**config.mk**
```make
export PLATFORM = sky130hd
export DESIGN_NAME = tqvp_stevej_wdt_escalator
export DESIGN_NICKNAME = d
export VERILOG_FILES = /design/src/rtl/tqvp_stevej_wdt_pkg.sv /design/src/rtl/tqvp_stevej_sat_counter.sv /design/src/rtl/tqvp_stevej_wdt_escalator.sv
export SDC_FILE = /design/constraint.sdc
export NUM_CORES = 1
export LEC_CHECK = 0
export CORE_ASPECT_RATIO = 0.9
export CORE_MARGIN = 2
export CORE_UTILIZATION = 49
export DETAILED_ROUTE_END_ITERATION = 10
export GPL_TIMING_DRIVEN = 0
export HOLD_SLACK_MARGIN = 0.15
export PLACE_DENSITY = 0.77
export SYNTH_ARGS = -nofsm -noshare
export SYNTH_HDL_FRONTEND = slang
export SYNTH_SLANG_ARGS = --single-unit
```
**constraint.sdc**
```tcl
create_clock -name clk -period 5.4 [get_ports clk]
set_input_delay 1.08 -clock clk [delete_from_list [all_inputs] [get_ports clk]]
set_output_delay 1.08 -clock clk [all_outputs]
set_load 0.03 [all_outputs]
```
**src/rtl/tqvp_stevej_wdt_pkg.sv**
```systemverilog
// Shared types and constants for the watchdog escalator: FSM state encoding,
// register map and CTRL bit positions.
package tqvp_stevej_wdt_pkg;

  // Encoding is visible on the debug PMOD, so values are fixed.
  typedef enum logic [1:0] {
    IDLE  = 2'd0,
    WARN  = 2'd1,
    RESET = 2'd2,
    HOLD  = 2'd3
  } esc_state_t;

  localparam logic [5:0] ADDR_CTRL      = 6'h0;
  localparam logic [5:0] ADDR_GRACE     = 6'h1;
  localparam logic [5:0] ADDR_RST_WIDTH = 6'h2;
  localparam logic [5:0] ADDR_ACK       = 6'h3;
  localparam logic [5:0] ADDR_EXP_COUNT = 6'h4;

  localparam int EN_BIT   = 0;
  localparam int LOCK_BIT = 1;

endpackage

```
**src/rtl/tqvp_stevej_sat_counter.sv**
```systemverilog
// Saturating up-counter with synchronous clear; holds at all-ones instead of
// wrapping so a long run of events never reads back as a small number.
module tqvp_stevej_sat_counter #(
  parameter int WIDTH = 8
) (
  input  logic             clk,
  input  logic             rst_n,
  input  logic             inc,
  input  logic             clr,
  output logic [WIDTH-1:0] count
);

  // Clear has priority over increment; increment stops at all-ones.
  always_ff @(posedge clk) begin
    // NOTE: sequential state uses non-blocking assignments so every flop
    // samples the pre-edge values regardless of statement order.
    if (!rst_n) begin
      count <= '0;
    end else if (clr) begin
      count <= '0;
    end else if (inc && (count != '1)) begin
      count <= count + WIDTH'(1);
    end
  end

endmodule

```
**src/rtl/tqvp_stevej_wdt_escalator.sv**
```systemverilog
// Watchdog escalator: turns a watchdog expiry into a warning interrupt and,
// if firmware does not acknowledge within GRACE cycles, a fixed-width
// active-low reset pulse. Register file, edge detect and FSM live here.
module tqvp_stevej_wdt_escalator
  import tqvp_stevej_wdt_pkg::*;
#(
  parameter int GRACE_W = 16,
  parameter int RST_W   = 8,
  parameter int CNT_W   = 8
) (
  input  logic        clk,
  input  logic        rst_n,
  input  logic        wdt_expired,
  input  logic [5:0]  address,
  input  logic [31:0] data_in,
  input  logic [1:0]  data_write_n,
  input  logic [1:0]  data_read_n,
  output logic [31:0] data_out,
  output logic        data_ready,
  output logic        esc_irq,
  output logic        esc_reset_n,
  output logic [1:0]  esc_state
);

  esc_state_t         state, state_d;
  logic [GRACE_W-1:0] grace, grace_cnt, grace_cnt_d;
  logic [RST_W-1:0]   rst_width, rst_cnt, rst_cnt_d, rst_last;
  logic [CNT_W-1:0]   exp_count;
  logic               en, lock, wdt_expired_q;
  logic               wr, ctrl_wr, grace_wr, rst_width_wr, ack, exp_clr;
  logic               en_eff, rise, warn_entry;

  // Reads have no side effects and only the low write bits are meaningful.
  logic unused_bits;
  assign unused_bits = &{1'b0, data_read_n, data_in[31:GRACE_W]};

  // Bus decode; configuration writes are dropped once LOCK is set, but the
  // counter clear and ACK stay available to firmware.
  assign wr           = (data_write_n != 2'b11);
  assign ctrl_wr      = wr && (address == ADDR_CTRL) && !lock;
  assign grace_wr     = wr && (address == ADDR_GRACE) && !lock;
  assign rst_width_wr = wr && (address == ADDR_RST_WIDTH) && !lock;
  assign ack          = wr && (address == ADDR_ACK) && data_in[0];
  assign exp_clr      = wr && (address == ADDR_EXP_COUNT);

  // A disabling CTRL write acts on the FSM in the same cycle it is issued.
  assign en_eff = ctrl_wr ? data_in[EN_BIT] : en;
  assign rise   = wdt_expired && !wdt_expired_q;

  // A width of 0 behaves as 1, so the last count index is clamped at 0.
  assign rst_last = (rst_width == '0) ? '0 : rst_width - RST_W'(1);

  // Configuration registers and the expiry edge-detect flop.
  always_ff @(posedge clk) begin
    if (!rst_n) begin
      en            <= 1'b0;
      lock          <= 1'b0;
      grace         <= '0;
      rst_width     <= '0;
      wdt_expired_q <= 1'b0;
    end else begin
      wdt_expired_q <= wdt_expired;
      if (ctrl_wr) begin
        en   <= data_in[EN_BIT];
        lock <= data_in[LOCK_BIT];
      end
      if (grace_wr)     grace     <= data_in[GRACE_W-1:0];
      if (rst_width_wr) rst_width <= data_in[RST_W-1:0];
    end
  end

  // FSM state and its two cycle counters.
  always_ff @(posedge clk) begin
    if (!rst_n) begin
      state     <= IDLE;
      grace_cnt <= '0;
      rst_cnt   <= '0;
    end else begin
      state     <= state_d;
      grace_cnt <= grace_cnt_d;
      rst_cnt   <= rst_cnt_d;
    end
  end

  // Next-state logic; counters compare with >= so a live shrink of GRACE or
  // RST_WIDTH below the running count still terminates instead of wrapping.
  always_comb begin
    // NOTE: every output of this block is defaulted first so no path can
    // leave a signal unassigned and infer a latch.
    state_d     = state;
    grace_cnt_d = grace_cnt;
    rst_cnt_d   = rst_cnt;
    warn_entry  = 1'b0;
    unique case (state)
      IDLE: begin
        if (en_eff && rise) begin
          state_d     = WARN;
          grace_cnt_d = '0;
          warn_entry  = 1'b1;
        end
      end
      WARN: begin
        if (!en_eff) begin
          state_d = IDLE;
        end else if (grace_cnt >= grace) begin
          state_d   = RESET;
          rst_cnt_d = '0;
        end else if (ack) begin
          state_d = IDLE;
        end else begin
          grace_cnt_d = grace_cnt + GRACE_W'(1);
        end
      end
      RESET: begin
        if (rst_cnt >= rst_last) begin
          state_d = HOLD;
        end else begin
          rst_cnt_d = rst_cnt + RST_W'(1);
        end
      end
      HOLD: begin
        if (!en_eff || !wdt_expired) state_d = IDLE;
      end
      default: state_d = IDLE;
    endcase
  end

  tqvp_stevej_sat_counter #(
    .WIDTH (CNT_W)
  ) u_exp_count (
    .clk   (clk),
    .rst_n (rst_n),
    .inc   (warn_entry),
    .clr   (exp_clr),
    .count (exp_count)
  );

  // Combinational register readback.
  always_comb begin
    data_out = '0;
    case (address)
      ADDR_CTRL:      data_out = {30'b0, lock, en};
      ADDR_GRACE:     data_out = 32'(grace);
      ADDR_RST_WIDTH: data_out = 32'(rst_width);
      ADDR_ACK:       data_out = {28'b0, lock, en, state};
      ADDR_EXP_COUNT: data_out = 32'(exp_count);
      default:        data_out = '0;
    endcase
  end

  assign data_ready  = 1'b1;
  assign esc_irq     = (state == WARN);
  assign esc_reset_n = (state != RESET);
  assign esc_state   = state;

endmodule

```
After elaboration in Yosys (flattened, before gate mapping)
Index checks and enable logic that the tools add are counted.

Register bits: 61. Bits in latches: 0. Bits in writable memories: 0. ROM bits: 0. Memories kept: 0.

$add $sub $neg: 4. Multiply operators: 0. Divide/modulo/power cells: 0. $lt $le $gt $ge: 2. Eq/ne operators: 19. Shifts and indexed selects: 0. Multiplexer cells: 21. Bitwise operators: 1. Reduce and logical (&&, ||, !) cells: 26.

Operators with widths (number): $pmux W16 S5 (1); $mux W16 (4); $mux W8 (4); $pmux W16 S2 (1); $add A16 B1 Y16 const B (1); $add A8 B1 Y8 const B (2); $ge A16 B16 Y1 (1); $ne A2 B2 Y1 const B (8); $pmux W8 S2 (1); $eq A6 B2 Y1 const B (2); $logic_and A1 B1 Y1 (12); $mux W2 (6); $ge A8 B8 Y1 (1); $logic_not A8 Y1 (1); $ne A8 B8 Y1 const B (1); $pmux W2 S4 (1); $reduce_and A4 Y1 (2); $sub A8 B1 Y8 const B (1); $eq A6 B1 Y1 const B (1); $eq A6 B3 Y1 const B (1); $logic_not A6 Y1 (1); $reduce_and A5 Y1 (1); $eq A2 B2 Y1 const B (2); $logic_not A1 Y1 (4); other kinds (9) (13).

Logic depth before layout (Yosys ltp)
Word-level depth: 8. Gate-level depth with buffers: 14. Gate-level depth less buffers: 13.

By module
Synthesis repeated with hierarchy kept, for this count alone.

Cells, all modules: 490. Area, all modules: 3953.8 sq um.

Modules (own cells, without submodules): tqvp_stevej_wdt_escalator (instances 1, cells an instance 444, area each 3532.1 sq um); tqvp_stevej_sat_counter (instances 1, cells an instance 46, area each 421.7 sq um).

Least setup slack after synthesis
Ideal clock, no wire load.

Kind: input -> output. From: in address[3]. To: out data_out[0]. Data arrival time: 2725 ps. Slack: 1595 ps. Cell stages on the path: 6. Path buffers: 1. Cells stage by stage: nor4_4 > nand2_1 > nor2_1 > clkbuf_1 > a22oi_1 > o21ai_0.

Longest elaborated chain between the ends: 2. Elaborated cells on any way between the ends: 6. Classes of those cells: eq/ne: 4; mux: 1; reduce/logical: 1.

RTL lines: start, declared (line tqvp_stevej_wdt_escalator.sv:14) `input logic [5:0] address,`; $eq A6 B3 Y1, or another cell as far along (line tqvp_stevej_wdt_escalator.sv:141) `case (address)`; $pmux W16 S5 (*) (line tqvp_stevej_wdt_escalator.sv:141); end, declared (line tqvp_stevej_wdt_escalator.sv:18) `output logic [31:0] data_out,`.

Mark *: on every way between the ends. The rest lies on a longest branch, timed or not.

Worst setup path after layout
Same ends and word-level chain as after synthesis.

==> results.yml <==
placed_design:
  place_congestion: 0.931
  place_ws_ps: 77.9
  port_buffers: 45
  place_hpwl_mm: 8.20
  dp.cells: 655
sta:
  tightest_slew_ps: 1020
  drv_slew: 0
  finalClockSkew_ps: 6.57
  rsz0062_at_grt: "no"
  layout_setup_ws_ps: 247
  max_slew_margin_pct: 31.8
  hold_slack_ps: 465
  hold_viol: 0
  period_share_pct: 95.4
  setup_viol: 0
  fin_tns_setup_ps: 0
  max_freq_ghz: 0.194
  min_period_ps: 5150
worst_setup_path:
  path_class: "in2out"
  cpPeakStageDelay_ps: 730
  path_cells: "clkdlybuf4s50_1, nor4_4, nand2_1, nor2_2, clkbuf_2, a22oi_1, o21ai_0, clkdlybuf4s50_1"
  endpoint_kind: "output pin"
  critPathArrivalTime_ps: 4070
  cp_max_fo: 10
  cp-start-kind: "input pin"
  cp_data_required_time_ps: 4320
  cpMostUsedCell: "clkdlybuf4s50_1"
  crit_slowest_cell: "clkdlybuf4s50_1"
  ff2ff_path_depth: 14
final_layout:
  area_growth_syn_to_layout_pct: 20.5
  layout-drive-gt1-share_pct: 8.70
  final_cells: 671
  fin_util_pct: 61.9
  layout.nets: 643
  antenna_cells: 0
cts:
  clkSinkCount: 61
  numCtsBuffers: 9
  root_buffer: "clkbuf_8"
  path_clk_slew_ps: 70
  clock_latency_ps: 350
  tritoncts: "yes"
  clock_path_buffers: 2
  htree_levels: 3
synthesis:
  async_flop_share_pct: 0
  synth_area_per_cell_um2: 7.88
  synth_most_common_cell: "dfxtp_1"
  syn_area_um2: 3930
  yosysWarnings: 0
  yosysSeqAreaShare_pct: 31.1
  synth-edff-count: 0
  synth_top_area_share_pct: 31.1
  yosys_register_bits: 61
  synthMuxAreaShare_pct: 2.55
  synth_top_family_by_area: "simple AND/OR/NAND/NOR gates"
  synth.distinct_cells: 55
  synth_xor_area_share_pct: 2.23
  synthTopCellsByArea: "dfxtp_1 31%, ha_1 8.9%, a21oi_1 6.7%, nand3_1 5.9%, nand2_1 5.2%"
  synth_ff_type: "dfxtp_1"
  synth.largest_area_cell: "dfxtp_1"
  synthSimpleGateAreaFrac_pct: 28.0
  synthAdderAreaFrac_pct: 8.91
  synth_compound_area_share_pct: 18.9
  syn_inst: 499
  synthTopCellsByCount: "61 x dfxtp_1, 54 x nand2_1, 53 x a21oi_1"
floorplanning:
  io_pins: 82
  fp.dieH_um: 89.0
  die_w_um: 98.4
  initial_core_util_pct: 51.3
  rows: 30
  core_area_um2: 7660
  die_area_um2: 8760
drt:
  viasPerCell: 5.85
  drt_pass1_iterations: 4
  wl_mm: 10.6
  drt_iter0_drc: 321
  drc: 0
  num_vias: 3925
  route.antenna.remaining_nets: 0
  wl_per_cell_um: 15.8
pwr:
  power_density_nw_per_um2: 198
  ir_drop_mv: 0.139
  leakage_nw: 1.75
min_path:
  min_path_cells: 2
  hold_class: "reg2reg"
grt:
  grt_max_degree: 13
  grt_overflow: 0
  track_usage_pct: 25.0
  antenna_found_initial: 0
  grt_pass1_vias: 3696
  grt_pass1_wl_mm: 17.5
run:
  maxCapViolations: 0
run_status:
  status: "complete, no violations"
==> power by group <==
part           internal (W)  leakage (nW)  switching (W)  total [W]
sequential         0.000453         0.492     0.00000527   0.000458
combinational     0.0000458          1.18      0.0000679   0.000114
clock              0.000166        0.0774       0.000200   0.000367
total              0.000665          1.75       0.000274   0.000938
==> critical path, delay by kind of cell <==
kind | cells | cell delay (ps)
buf+inv | 3 | 1500
simple gates | 3 | 1180
compound gates | 2 | 320
==> logic make-up (layout without fill, tap and decap cells) <==
logic type,after synthesis,in the layout
xor gates and xnor gates,10,10
other,2,17
buffers and inverters,65,126
muxes,10,10
adders and majority gates,28,28
DFF,61,61
AOI/OAI and AO/OA,113,113
and+or+nand+nor,210,210
==> sequential cells by signal (all words and copies together) (netlist names), named ones only <==
| name | cells |
|---|---|
| grace | 16 |
| grace_cnt | 16 |
| rst_cnt | 8 |
| rst_width | 8 |
| u_exp_count.count | 8 |
| en | 1 |
| esc_state | 1 |
| lock | 1 |
| wdt_expired_q | 1 |
==> per-stage QoR <==
step                      power, W  cell area [um^2]
after floorplan           0.000537              3990
after global placement    0.000578              4560
after detailed placement  0.000580              4560
after CTS                 0.000940              4730
after global routing      0.000971              4740
final                     0.000938              4740
==> final cells by class <==
class | count | area, um^2
clock inverter | 7 | 52.6
sequential | 61 | 1220
inverter | 29 | 109
tap | 96 | 120
multi-input combinational | 388 | 2450
fill | 687 | 2920
timing repair buffer | 45 | 450
buffer | 36 | 213
clock buffer | 9 | 124
==> placed cells by master, fill, tap and decap left out, types with 17 or more instances in the layout <==
cell type	Yosys	routed
nor2_1	23	22
conb_1	2	17
clkdlybuf4s50_1	0	45
a21oi_1	53	53
buf_4	19	19
dfxtp_1	61	61
inv_1	29	29
nand3_1	46	46
ha_1	28	28
nand2_1	54	54
==> final timing paths <==
| path | end | slack [ps] | startpoint |
|---|---|---|---|
| setup / recovery | data_out[0] | 250 | address[3] |
| hold / removal | grace[9] | 470 | grace[9] |
| setup reg to reg | rst_cnt[4] | 1590 | rst_width[0] |
| hold reg to reg | grace[9] | 470 | grace[9] |
==> per-layer routing <==
metal | GRT usage [%] | vias to the layer above | routed length (um)
met3 | 4.77 | 26 | 676
met1 | 32.9 | 1825 | 4790
li1 | - | 1936 | -
met2 | 40.6 | 138 | 4840
met5 | 0 | - | 0
met4 | 10.8 | 0 | 259
==> what timing repair did <==
| item | in CTS | in global routing |
|---|---|---|
| hold buffers | 0 | 0 |
| gates resized for setup | 0 | 3 |
| hold endpoints to repair | 0 | 0 |
| endpoints found under the setup margin | 0 | 5 |
| setup buffers | 0 | 0 |
(Power assumes the default switching activity.)
